===== src/rtl/ctrl_pkg.sv =====
// ctrl_pkg: shared control types, opcodes and the ALU-op helper for pipe_decode_ctrl
package ctrl_pkg;
    typedef enum logic [3:0] {
        ALU_ADD    = 4'b0000,
        ALU_SUB    = 4'b0001,
        ALU_AND    = 4'b0010,
        ALU_OR     = 4'b0011,
        ALU_XOR    = 4'b0100,
        ALU_SLT    = 4'b0101,
        ALU_SLTU   = 4'b0110,
        ALU_SLL    = 4'b0111,
        ALU_SRL    = 4'b1000,
        ALU_SRA    = 4'b1001,
        ALU_PASS_B = 4'b1010
    } alu_op_e;
    typedef enum logic [2:0] {
        IMM_I = 3'b000,
        IMM_S = 3'b001,
        IMM_B = 3'b010,
        IMM_U = 3'b011,
        IMM_J = 3'b100
    } imm_src_e;
    typedef enum logic [1:0] {
        RES_ALU = 2'b00,
        RES_MEM = 2'b01,
        RES_PC4 = 2'b10,
        RES_IMM = 2'b11
    } result_src_e;
    typedef enum logic [2:0] {
        AM_LB  = 3'b000,
        AM_LH  = 3'b001,
        AM_LW  = 3'b010,
        AM_LBU = 3'b011,
        AM_LHU = 3'b100,
        AM_SB  = 3'b101,
        AM_SH  = 3'b110,
        AM_SW  = 3'b111
    } addr_mode_e;
    localparam logic [6:0] OP_R      = 7'b0110011;
    localparam logic [6:0] OP_I      = 7'b0010011;
    localparam logic [6:0] OP_LOAD   = 7'b0000011;
    localparam logic [6:0] OP_STORE  = 7'b0100011;
    localparam logic [6:0] OP_BRANCH = 7'b1100011;
    localparam logic [6:0] OP_JAL    = 7'b1101111;
    localparam logic [6:0] OP_JALR   = 7'b1100111;
    localparam logic [6:0] OP_LUI    = 7'b0110111;
    localparam logic [6:0] OP_AUIPC  = 7'b0010111;
    localparam logic [6:0] OP_SYSTEM = 7'b1110011;
    typedef struct packed {
        logic        valid;
        logic        reg_write;
        logic        alu_src;
        logic        alu_a_pc;
        alu_op_e     alu_ctrl;
        result_src_e result_src;
        logic        mem_read;
        logic        mem_write;
        addr_mode_e  addr_mode;
        logic        branch;
        logic [2:0]  br_funct3;
        logic        jump;
        logic        jalr;
        logic        illegal;
        logic [4:0]  rd;
        logic [4:0]  rs1;
        logic [4:0]  rs2;
    } ctrl_bundle_t;
    localparam ctrl_bundle_t CTRL_BUBBLE = '0;
    // alt is instr[30]; it only matters for ADD/SUB and SRL/SRA
    function automatic alu_op_e alu_fn(input logic [2:0] f3, input logic alt);
        case (f3)
            3'b000:  return alt ? ALU_SUB : ALU_ADD;
            3'b001:  return ALU_SLL;
            3'b010:  return ALU_SLT;
            3'b011:  return ALU_SLTU;
            3'b100:  return ALU_XOR;
            3'b101:  return alt ? ALU_SRA : ALU_SRL;
            3'b110:  return ALU_OR;
            default: return ALU_AND;
        endcase
    endfunction
endpackage


===== src/rtl/ctrl_decode.sv =====
// ctrl_decode: combinational RV32I decode of one instruction into a control bundle
//   instr_i      instruction word
//   ctrl_o       decoded control bundle (illegal => only valid/illegal set)
//   use_rs1_o    instruction reads rs1
//   use_rs2_o    instruction reads rs2
//   imm_src_o    immediate format for the D-stage extender
module ctrl_decode
    import ctrl_pkg::*;
(
    input  logic [31:0]  instr_i,
    output ctrl_bundle_t ctrl_o,
    output logic         use_rs1_o,
    output logic         use_rs2_o,
    output imm_src_e     imm_src_o
);
    logic [6:0] op;
    logic [6:0] f7;
    logic [2:0] f3;
    logic [4:0] rd;
    logic       ill;
    ctrl_bundle_t b;
    assign op = instr_i[6:0];
    assign rd = instr_i[11:7];
    assign f3 = instr_i[14:12];
    assign f7 = instr_i[31:25];
    always_comb begin
        b           = CTRL_BUBBLE;
        b.valid     = 1'b1;
        b.rd        = rd;
        b.rs1       = instr_i[19:15];
        b.rs2       = instr_i[24:20];
        ill         = 1'b0;
        imm_src_o   = IMM_I;
        case (op)
            OP_R: begin
                ill         = f7 != 7'h00 && f7 != 7'h20;
                b.reg_write = 1'b1;
                b.alu_ctrl  = alu_fn(f3, instr_i[30]);
            end
            OP_I: begin
                ill         = (f3 == 3'b001 || f3 == 3'b101) && f7 != 7'h00 && f7 != 7'h20;
                b.reg_write = 1'b1;
                b.alu_src   = 1'b1;
                b.alu_ctrl  = alu_fn(f3, f3 == 3'b101 && instr_i[30]);
            end
            OP_LOAD: begin
                b.mem_read   = 1'b1;
                b.reg_write  = 1'b1;
                b.alu_src    = 1'b1;
                b.result_src = RES_MEM;
                case (f3)
                    3'b000:  b.addr_mode = AM_LB;
                    3'b001:  b.addr_mode = AM_LH;
                    3'b010:  b.addr_mode = AM_LW;
                    3'b100:  b.addr_mode = AM_LBU;
                    3'b101:  b.addr_mode = AM_LHU;
                    default: ill = 1'b1;
                endcase
            end
            OP_STORE: begin
                imm_src_o   = IMM_S;
                b.mem_write = 1'b1;
                b.alu_src   = 1'b1;
                case (f3)
                    3'b000:  b.addr_mode = AM_SB;
                    3'b001:  b.addr_mode = AM_SH;
                    3'b010:  b.addr_mode = AM_SW;
                    default: ill = 1'b1;
                endcase
            end
            OP_BRANCH: begin
                imm_src_o   = IMM_B;
                ill         = f3[2:1] == 2'b01;
                b.branch    = 1'b1;
                b.br_funct3 = f3;
                b.alu_ctrl  = ALU_SUB;
            end
            OP_JAL: begin
                imm_src_o    = IMM_J;
                b.jump       = 1'b1;
                b.reg_write  = 1'b1;
                b.result_src = RES_PC4;
            end
            OP_JALR: begin
                b.jalr       = 1'b1;
                b.reg_write  = 1'b1;
                b.alu_src    = 1'b1;
                b.result_src = RES_PC4;
            end
            OP_LUI: begin
                imm_src_o   = IMM_U;
                b.reg_write = 1'b1;
                b.alu_src   = 1'b1;
                b.alu_ctrl  = ALU_PASS_B;
            end
            OP_AUIPC: begin
                imm_src_o   = IMM_U;
                b.reg_write = 1'b1;
                b.alu_src   = 1'b1;
                b.alu_a_pc  = 1'b1;
            end
            OP_SYSTEM: ill = f3 != 3'b000;
            default:   ill = 1'b1;
        endcase
        b.reg_write = b.reg_write && rd != 5'd0;
        if (ill) begin
            b         = CTRL_BUBBLE;
            b.valid   = 1'b1;
            b.illegal = 1'b1;
            b.rd      = rd;
            b.rs1     = instr_i[19:15];
            b.rs2     = instr_i[24:20];
        end
        ctrl_o = b;
    end
    assign use_rs1_o = !(op == OP_LUI || op == OP_AUIPC || op == OP_JAL);
    assign use_rs2_o = op == OP_R || op == OP_STORE || op == OP_BRANCH;
endmodule


===== src/rtl/pipe_decode_ctrl.sv =====
// pipe_decode_ctrl: D-stage decode, load-use stall, flush bubbles and the ID/EX control register
//   instr_d/valid_d   instruction from IF/ID
//   flush_e_i         taken branch/jump resolved in EX
//   imm_src_d         D-stage immediate format (combinational)
//   stall_fd_o        hold PC and IF/ID (combinational)
//   *_e               registered E-stage control bundle
//   bubble_cnt_o      saturating count of flush/stall bubbles
module pipe_decode_ctrl
    import ctrl_pkg::*;
#(
    parameter int DATA_WIDTH     = 32,
    parameter int REG_ADDR_WIDTH = 5,
    parameter int ALU_CTRL_WIDTH = 4,
    parameter int HAZARD_EN      = 1,
    parameter int CNT_WIDTH      = 16
) (
    input  logic                      clk,
    input  logic                      rst,
    input  logic [DATA_WIDTH-1:0]     instr_d,
    input  logic                      valid_d,
    input  logic                      flush_e_i,
    output logic [2:0]                imm_src_d,
    output logic                      stall_fd_o,
    output logic                      valid_e,
    output logic                      reg_write_e,
    output logic                      alu_src_e,
    output logic                      alu_a_pc_e,
    output logic [ALU_CTRL_WIDTH-1:0] alu_ctrl_e,
    output logic [1:0]                result_src_e,
    output logic                      mem_read_e,
    output logic                      mem_write_e,
    output logic [2:0]                addr_mode_e,
    output logic                      branch_e,
    output logic [2:0]                br_funct3_e,
    output logic                      jump_e,
    output logic                      jalr_e,
    output logic                      illegal_e,
    output logic [REG_ADDR_WIDTH-1:0] rd_e,
    output logic [REG_ADDR_WIDTH-1:0] rs1_e,
    output logic [REG_ADDR_WIDTH-1:0] rs2_e,
    output logic [CNT_WIDTH-1:0]      bubble_cnt_o
);
    ctrl_bundle_t         dec;
    ctrl_bundle_t         e_d, e_q;
    logic                 use_rs1, use_rs2;
    imm_src_e             imm_src;
    logic [CNT_WIDTH-1:0] cnt_d, cnt_q;
    ctrl_decode u_dec (
        .instr_i   (instr_d[31:0]),
        .ctrl_o    (dec),
        .use_rs1_o (use_rs1),
        .use_rs2_o (use_rs2),
        .imm_src_o (imm_src)
    );
    assign imm_src_d = imm_src;
    // A flush already kills the dependent instruction, so it never needs to stall
    assign stall_fd_o = HAZARD_EN != 0 && valid_d && e_q.valid && e_q.mem_read && e_q.rd != 5'd0 &&
                        ((use_rs1 && dec.rs1 == e_q.rd) || (use_rs2 && dec.rs2 == e_q.rd)) && !flush_e_i;
    always_comb begin
        e_d   = (flush_e_i || stall_fd_o || !valid_d) ? CTRL_BUBBLE : dec;
        cnt_d = ((flush_e_i || stall_fd_o) && cnt_q != '1) ? cnt_q + 1'b1 : cnt_q;
    end
    always_ff @(posedge clk) begin
        if (rst) begin
            e_q   <= CTRL_BUBBLE;
            cnt_q <= '0;
        end else begin
            e_q   <= e_d;
            cnt_q <= cnt_d;
        end
    end
    assign valid_e      = e_q.valid;
    assign reg_write_e  = e_q.reg_write;
    assign alu_src_e    = e_q.alu_src;
    assign alu_a_pc_e   = e_q.alu_a_pc;
    assign alu_ctrl_e   = ALU_CTRL_WIDTH'(e_q.alu_ctrl);
    assign result_src_e = e_q.result_src;
    assign mem_read_e   = e_q.mem_read;
    assign mem_write_e  = e_q.mem_write;
    assign addr_mode_e  = e_q.addr_mode;
    assign branch_e     = e_q.branch;
    assign br_funct3_e  = e_q.br_funct3;
    assign jump_e       = e_q.jump;
    assign jalr_e       = e_q.jalr;
    assign illegal_e    = e_q.illegal;
    assign rd_e         = REG_ADDR_WIDTH'(e_q.rd);
    assign rs1_e        = REG_ADDR_WIDTH'(e_q.rs1);
    assign rs2_e        = REG_ADDR_WIDTH'(e_q.rs2);
    assign bubble_cnt_o = cnt_q;
endmodule

===== config.mk =====
export PLATFORM = sky130hd
export DESIGN_NAME = pipe_decode_ctrl
export DESIGN_NICKNAME = d
export VERILOG_FILES = /design/src/rtl/ctrl_pkg.sv /design/src/rtl/ctrl_decode.sv /design/src/rtl/pipe_decode_ctrl.sv
export SDC_FILE = /design/constraint.sdc
export NUM_CORES = 1
export LEC_CHECK = 0
export CORE_UTILIZATION = 40
export DETAILED_ROUTE_END_ITERATION = 7
export PLACE_DENSITY = 0.73
export RECOVER_POWER = 50
export SLEW_MARGIN = 40
export SYNTH_ARGS = -nofsm -noshare
export SYNTH_HDL_FRONTEND = slang
export SYNTH_SLANG_ARGS = --single-unit

===== constraint.sdc =====
create_clock -name clk -period 3.8 [get_ports clk]
set_input_delay 0.57 -clock clk [delete_from_list [all_inputs] [get_ports clk]]
set_output_delay 0.57 -clock clk [all_outputs]
set_load 0.05 [all_outputs]

==> results.cfg, run 1 <==
[status]
status = finished clean

[yosys]
syn_nets = 298
synth-seq-cells = 52
async_flop_share_pct = 0
synth_area_leaders = dfxtp_1 (43%), a21oi_1 (3.9%), and2_1 (3.8%), xnor2_1 (3.2%), nor3_2 (2.9%)
netlist_instances = 261
post_synth.cell_area_avg_sq_um = 9.36
synth_edf_count = 0
yosysSeqAreaShare_pct = 42.6
ys_types = 56
yosysWarnings = 0
synth_ff_type = dfxtp_1
syn_area_sq_um = 2440
yosys.area.top_type = dfxtp_1
synth_top_area_share_pct = 42.6

[clock_network]
cts_num_sinks = 52
hold_buffers = 0
cts_resized = 0
cts_tree = built
clockBufferDepth = 2
cts_post_setup_buffers_inserted = 0
cts_buffers = 5
clk_pin_slew_ns = 0.09
cts_max_level = 2
clkLatencyLatePin_ns = 0.30
clock-root-buffer = clkbuf_8

[finish]
register_area_sq_um = 1040
nNetsFinal = 386
layout-drive-gt1-share_pct = 10.9
multi_input_area_sq_um = 1270
finish.utilization_pct = 58.6
n_antenna_cell = 0
final_cell_area_sq_um = 3470
area_delta_synth_final_pct = 42.0
nFillCells = 535

[critical_path]
critical_path_depth = 7
cp_cell_sequence = dlygate4sd3_1 -> nand2b_1 -> nor3_2 -> nor4_4 -> o21bai_2 -> nor2_1 -> buf_12
reg2reg_slack_ns = 1.42
cp-endpoint = stall_fd_o
cpPeakStageDelay_ns = 0.75
critPathMaxFanout = 9
cp-end-kind = primary output
critPathTopFamily = simple AND/OR/NAND/NOR gates
path_class = input pin to primary output
start_kind = input pin
r2r-end = bubble_cnt_o[15]
ff2ff_path_depth = 7
startpoint = instr_d[6]
worstPathRequired_ns = 3.23
slowest_stage = dlygate4sd3_1
arrival_ns = 2.65
path_buf_inv = 2
reg2reg_from = bubble_cnt_o[0]

[floorplanning]
core_region_area_sq_um = 5920
die_w_microns = 80.1
rows = 28
die_h_microns = 80.1
ioPinCount = 93
initial_utilization_pct = 41.3
die_area_sq_um = 6420

[detailed_routing]
route.met2.wl_mm = 3.05
routed_wl_mm = 5.90
drt_iter0_drc = 136
ant_nets = 0
firstDrtPassIters = 4
top_layer_used = met4
drc = 0
wl_per_cell_microns = 13.9
met1_length_mm = 2.48
wl_met3_microns = 229
viasPerCell = 5.24
vias = 2226

[worst_hold_path]
hp-class = flip-flop to flip-flop

[timing]
setup_viol = 0
period_needed_ns = 3.22
setup-tns-final_ns = 0
slew_headroom_pct = 63.6
fmaxAchievable_mhz = 311
slew_viol_final = 0
rsz0062_at_grt = false
hold_viol = 0
clock_skew_ns = 0.00579
finalCritPeriodShare_pct = 84.6
tightest_slew_ns = 0.544

[placed_design]
io_buffers = 92
dp_hpwl_mm = 4.47
gp_congestion = 0.883
place_area_sq_um = 3370

[power_and_ir_drop]
ir_worst_vdd_v = 0.000134
power.density_nw_per_um2 = 294
power.leakage_nw = 1.36

[global_routing]
grt_pass1_wl_mm = 9.67
antenna_found_initial = 0
grt_pass1_vias = 2138
grt_max_degree = 27
grt_usage_pct = 19.4
grt-ovfl-total = 0

[run]
cap_violations = 0
-- cell usage after synthesis, drive strengths merged (3+ instances only) --
cell type / count
nand3: 10
dfxtp: 52
o21ai: 16
nor2b: 3
a21oi: 20
nand2: 13
or3: 11
nor3: 16
xnor2: 9
clkbuf: 5
o31ai: 4
or4: 8
buf: 8
a211oi: 4
and2: 15
xor2: 5
nor2: 18
nand4: 5
inv: 9
-- cell families (layout without fill, tap and decap cells) --
logic type	after synthesis	after routing	share of synthesized area [%]
buf+inv	22	111	5.84
fa+ha+maj	1	1	0.512
xor+xnor	14	14	5.02
flops	52	52	42.6
mux	1	1	0.410
simple gates	115	115	30.1
compound gates	56	56	15.5
-- final cells by class --
class                           instances  share of cell area, %
Multi-Input combinational cell        187                   36.5
Inverter                                9                  0.974
Tap cell                               75                   2.71
Timing Repair Buffer                   94                   27.1
Clock inverter                          2                  0.289
Sequential cell                        52                   30.0
Clock buffer                            6                   2.38
-- power breakdown --
group | total, mW | leakage [nW] | internal [mW] | switching (mW)
combinational | 0.147 | 0.892 | 0.0651 | 0.0818
sequential | 0.556 | 0.420 | 0.551 | 0.00491
clock | 0.318 | 0.0510 | 0.146 | 0.172
-- how the worst min path moves through the flow --
stage	cells after the start	slack (ns)	from	endpoint
floorplan	1	0.69	instr_d[7]	rd_e[0]
global placement	2	0.49	bubble_cnt_o[7]	bubble_cnt_o[7]
detailed placement	2	0.50	bubble_cnt_o[15]	bubble_cnt_o[15]
CTS	2	0.52	bubble_cnt_o[15]	bubble_cnt_o[15]
global route	2	0.55	bubble_cnt_o[7]	bubble_cnt_o[7]
finish	2	0.52	bubble_cnt_o[6]	bubble_cnt_o[6]
-- per-layer routing --
metal / up-vias / global-route usage [%]
li1: 1111 / -
met1: 1038 / 22.6
met2: 64 / 34.4
met3: 13 / 3.18
met4: 0 / 9.11
met5: - / 0
-- registers in the layout, indices dropped and copies added (netlist names), 2 cells and up --
signal and cells:
rd_e 5, rs2_e 5, rs1_e 5, bubble_cnt_o 16, br_funct3_e 3, addr_mode_e 3
result_src_e 2, alu_ctrl_e 4
-- per-stage QoR --
stage	setup WS, ns	hold WS (ns)	total power, mW	std cells
floorplan	0.761	0.692	0.653	261
global placement	0.734	0.492	0.715	417
detailed placement	0.713	0.504	0.716	417
CTS	0.701	0.516	1.03	425
global route	0.423	0.547	1.07	425
finish	0.584	0.519	1.02	425
-- tightest hold or removal path, delay by kind of cell, from the launching register on --
family,cells,cell delay (ns)
AOI/OAI and AO/OA,2,0.14
DFF,1,0.35
-- placed cells by master, fill, tap and decap left out, drive strengths merged, types with 10 or more instances in the layout --
master	instances
a21oi	20
clkdlybuf4s50	35
nor2	18
or3	11
dfxtp	52
o21ai	16
nand3	10
nor3	16
and2	15
nand2	13
dlygate4sd3	54
(Power assumes the default switching activity.)
==> inputs of run 2 (changes only) <==
--- a/config.mk
+++ b/config.mk
@@ -7,7 +7,7 @@
 export LEC_CHECK = 0
 export CORE_UTILIZATION = 40
 export DETAILED_ROUTE_END_ITERATION = 7
-export PLACE_DENSITY = 0.73
+export PLACE_DENSITY = 0.76
 export RECOVER_POWER = 50
 export SLEW_MARGIN = 40
 export SYNTH_ARGS = -nofsm -noshare
==> constraint.sdc (replaced) <==
create_clock -name clk -period 2.9 [get_ports clk]
set_input_delay 0.435 -clock clk [delete_from_list [all_inputs] [get_ports clk]]
set_output_delay 0.435 -clock clk [all_outputs]
set_load 0.05 [all_outputs]
==> results.cfg, run 2 (same netlist as run 1, synthesis figures left out) <==
[global_routing]
grt_pass1_vias = 2108
grt-ovfl-total = 0
grt_usage_pct = 19.9
grt_max_degree = 20
grt_pass1_wl_mm = 9.84
antenna_found_initial = 0

[worst_hold_path]
hold_start = bubble_cnt_o[15]
hp-class = flip-flop to flip-flop
min_path_cells = 2
hold_end = bubble_cnt_o[15]

[finish]
nFillCells = 503
final_cell_mix = dlygate4sd3_1 (53), dfxtp_1 (52), clkdlybuf4s50_1 (35)
largest_reg_flops = 16
final_common_cell = dlygate4sd3_1
nNetsFinal = 392
n_antenna_cell = 0
layout-drive-gt1-share_pct = 12.4
area_delta_synth_final_pct = 45.6

[detailed_routing]
wl_per_cell_microns = 14.1
route.met2.wl_mm = 3.01
met1_length_mm = 2.65
routed_wl_mm = 6.06
drt_iter0_drc = 116
drc = 0
top_layer_used = met4
firstDrtPassIters = 6
vias = 2247
viasPerCell = 5.21
wl_met3_microns = 276
ant_nets = 0

[critical_path]
ff2ff_path_depth = 8
worstPathRequired_ns = 2.47
slowest_stage = clkdlybuf4s50_1
reg2reg_slack_ns = 0.67
critPathTopFamily = simple AND/OR/NAND/NOR gates
cpPeakStageDelay_ns = 0.60
cp_cell_sequence = clkdlybuf4s50_1 -> nand4b_4 -> nor2_2 -> nor4_4 -> o21bai_2 -> nor2_1 -> buf_12
path_class = input pin to primary output
r2r-end = bubble_cnt_o[6]
critPathMaxFanout = 8
start_kind = input pin
arrival_ns = 2.34
path_buf_inv = 2
cp-end-kind = primary output
reg2reg_from = bubble_cnt_o[0]

[timing]
finalCritPeriodShare_pct = 95.6
rsz0062_at_grt = false
finalWorstSetupSlack_ns = 0.126
slew_headroom_pct = 63.0
clock_skew_ns = 0.00831
hold_viol = 0
fmaxAchievable_mhz = 361
setup_viol = 0
period_needed_ns = 2.77
tightest_slew_ns = 0.553
setup-tns-final_ns = 0
slew_viol_final = 0

[placed_design]
dp_hpwl_mm = 4.74
pre_cts_ws_ns = 0.127
gp_congestion = 0.910
io_buffers = 92

[floorplanning]
initial_utilization_pct = 41.3
die_h_microns = 80.1
ioPinCount = 93
die_w_microns = 80.1
die_area_sq_um = 6420
core_region_area_sq_um = 5920
rows = 28

[clock_network]
cts_tree = built
cts_post_setup_buffers_inserted = 0
cts_buffers = 5
cts_max_level = 2
hold_buffers = 0
clk_pin_slew_ns = 0.10
clkLatencyLatePin_ns = 0.31
cts_resized = 0
clockBufferDepth = 2
clock-root-buffer = clkbuf_8
cts_num_sinks = 52

[power_and_ir_drop]
power.leakage_nw = 1.40
finalPower_mw = 1.42
ir_worst_vdd_v = 0.000220
power.density_nw_per_um2 = 399

[run]
cap_violations = 0

[status]
status = finished clean
-- run 2: metrics by stage --
step | util (%) | cell area [sq um] | hold slack, ns | cells
final | 60.1 | 3560 | 0.509 | 431
after global routing | 60.1 | 3560 | 0.549 | 431
after CTS | 60.1 | 3560 | 0.513 | 431
after detailed placement | 58.2 | 3450 | 0.499 | 423
after global placement | 58.2 | 3450 | 0.486 | 423
after floorplan | - | 2440 | 0.557 | 261
-- run 2: worst max-delay path by stage --
stage | slack, ns | cells past startpoint | end | start
final | 0.13 | 7 | stall_fd_o | instr_d[4]
after global routing | 0.02 | 7 | stall_fd_o | instr_d[4]
after CTS | 0.14 | 7 | stall_fd_o | instr_d[4]
after detailed placement | 0.13 | 7 | stall_fd_o | instr_d[4]
after global placement | 0.18 | 7 | reg_write_e | instr_d[26]
after floorplan | 0.13 | 4 | imm_src_d[0] | instr_d[6]
-- run 2: final cells by class --
class / instances / area [sq um] / area share, %
multi-input combinational: 187 / 1260 / 35.4
sequential: 52 / 1040 / 29.3
timing repair buffer: 100 / 1020 / 28.7
tap: 75 / 93.8 / 2.64
clock buffer: 6 / 72.6 / 2.04
clock inverter: 2 / 35.0 / 0.985
inverter: 9 / 33.8 / 0.950
-- run 2: power breakdown --
| group | total (mW) | switching, mW | internal, mW | leakage (nW) |
|---|---|---|---|---|
| clock | 0.493 | 0.236 | 0.256 | 0.0552 |
| combinational | 0.197 | 0.107 | 0.0896 | 0.929 |
| sequential | 0.728 | 0.00616 | 0.722 | 0.420 |
-- run 2: worst reg2reg max path: stages (launching register included) --
cell,delay (ns)
dfxtp_1,0.36
ha_1,0.25
and3_1,0.24
nand4_1,0.18
a2bb2oi_1,0.26
o21ai_2,0.19
buf_4,0.20
or3_1,0.34
a21oi_1,0.15
-- run 2: per-layer routing --
layer,track usage [%],vias to the layer above
met5,0,-
met1,23.0,1040
met3,4.55,10
li1,-,1131
met4,7.68,0
met2,35.2,66
==> inputs of run 3 (changes only) <==
--- a/config.mk
+++ b/config.mk
@@ -5,6 +5,7 @@
 export SDC_FILE = /design/constraint.sdc
 export NUM_CORES = 1
 export LEC_CHECK = 0
+export CORE_MARGIN = 8
 export CORE_UTILIZATION = 40
 export DETAILED_ROUTE_END_ITERATION = 7
 export PLACE_DENSITY = 0.76
==> results.cfg, run 3 (same netlist as run 1, synthesis figures left out) <==
[worst_hold_path]
hold_end = bubble_cnt_o[15]
hold_start = bubble_cnt_o[15]
min_path_cells = 2
hp-class = flip-flop to flip-flop

[run]
cap_violations = 0

[clock_network]
cts_tree = built
cts_num_sinks = 52
cts_buffers = 5
clockBufferDepth = 2
cts_max_level = 2
clock-root-buffer = clkbuf_8
clkLatencyLatePin_ns = 0.30
clk_pin_slew_ns = 0.08
cts_post_setup_buffers_inserted = 0
hold_buffers = 0

[critical_path]
worstPathRequired_ns = 2.47
start_kind = input pin
arrival_ns = 2.33
r2r-end = bubble_cnt_o[10]
critPathMaxFanout = 8
path_class = input pin to primary output
reg2reg_slack_ns = 0.66
reg2reg_from = bubble_cnt_o[0]
ff2ff_path_depth = 8
cp-end-kind = primary output

[timing]
slew_headroom_pct = 63.8
slew_viol_final = 0
finalCritPeriodShare_pct = 95.3
tightest_slew_ns = 0.541
rsz0062_at_grt = false
fmaxAchievable_mhz = 362
setup-tns-final_ns = 0
clock_skew_ns = 0.00747
setup_viol = 0
hold_viol = 0
period_needed_ns = 2.76
holdWs_ns = 0.506
finalWorstSetupSlack_ns = 0.136

[finish]
final_cell_area_sq_um = 3530
area_delta_synth_final_pct = 44.4
finish.utilization_pct = 59.6
n_antenna_cell = 0
final_common_cell = dlygate4sd3_1
fin_cells = 429
largest_reg_flops = 16
nNetsFinal = 393
final_cell_mix = dlygate4sd3_1 (53), dfxtp_1 (52), clkdlybuf4s50_1 (35)
layout-drive-gt1-share_pct = 12.4

[floorplanning]
die_h_microns = 94.1
ioPinCount = 93
die_w_microns = 94.1
initial_utilization_pct = 41.3
rows = 28
die_area_sq_um = 8860
core_region_area_sq_um = 5920

[detailed_routing]
drt_iter0_drc = 58
firstDrtPassIters = 4
ant_nets = 0
vias = 2227
viasPerCell = 5.19
routed_wl_mm = 6.36
drc = 0
wl_per_cell_microns = 14.8

[power_and_ir_drop]
power.density_nw_per_um2 = 365
ir_worst_vdd_v = 0.000196
power.leakage_nw = 1.39
finalPower_mw = 1.29

[placed_design]
dp_cells = 424
gp_congestion = 0.890
dp_hpwl_mm = 5.24
io_buffers = 92
place_area_sq_um = 3460
pre_cts_ws_ns = 0.0434

[global_routing]
top_usage_layer = met2
grt_pass1_vias = 2212
grt-ovfl-total = 0
grt_pass1_wl_mm = 10.5
grtUsageMet2_pct = 27.0
grt_usage_pct = 14.7
gr-usage-met3_pct = 3.84
antenna_found_initial = 0
met1_usage_pct = 15.6
grt_max_degree = 20

[status]
status = finished clean
-- run 3: worst max path at each step --
stage	startpoint	end	slack (ns)	cells after the start
after global routing	instr_d[6]	stall_fd_o	0.01	8
final	instr_d[6]	stall_fd_o	0.14	8
after CTS	instr_d[6]	stall_fd_o	0.11	8
after detailed placement	instr_d[6]	rs2_e[3]	0.04	8
after global placement	instr_d[26]	reg_write_e	0.12	7
after floorplan	instr_d[6]	imm_src_d[0]	0.13	4
-- run 3: final cells by class --
class / instances / area (sq um)
Clock buffer: 5 / 68.8
Fill cell: 511 / 2390
Inverter: 9 / 33.8
Multi-Input combinational cell: 187 / 1260
Sequential cell: 52 / 1040
Tap cell: 75 / 93.8
Timing Repair Buffer: 101 / 1030
-- run 3: power breakdown --
group          internal (mW)  switching [mW]
Combinational         0.0905           0.106
Clock                  0.156           0.208
Sequential             0.722         0.00625
-- run 3: critical path, stage by stage --
cell and delay [ns]:
clkdlybuf4s50_1 0.61, buf_4 0.18, nand4b_4 0.16, nor2_2 0.26, nor4_4 0.10, o21bai_2 0.32
nor2_2 0.10, buf_12 0.16
-- run 3: layer usage --
metal / routed length [microns] / part of all wire (%)
met5: 0 / 0
met2: 3300 / 52
met1: 2610 / 41
met3: 364 / 5.7
met4: 83 / 1.3
-- run 3: repair_timing --
| action | CTS | global route |
|---|---|---|
| endpoints found under the setup margin | 0 | 1 |
| endpoints found under the hold margin | 0 | 0 |
| gates resized for setup | 0 | 1 |
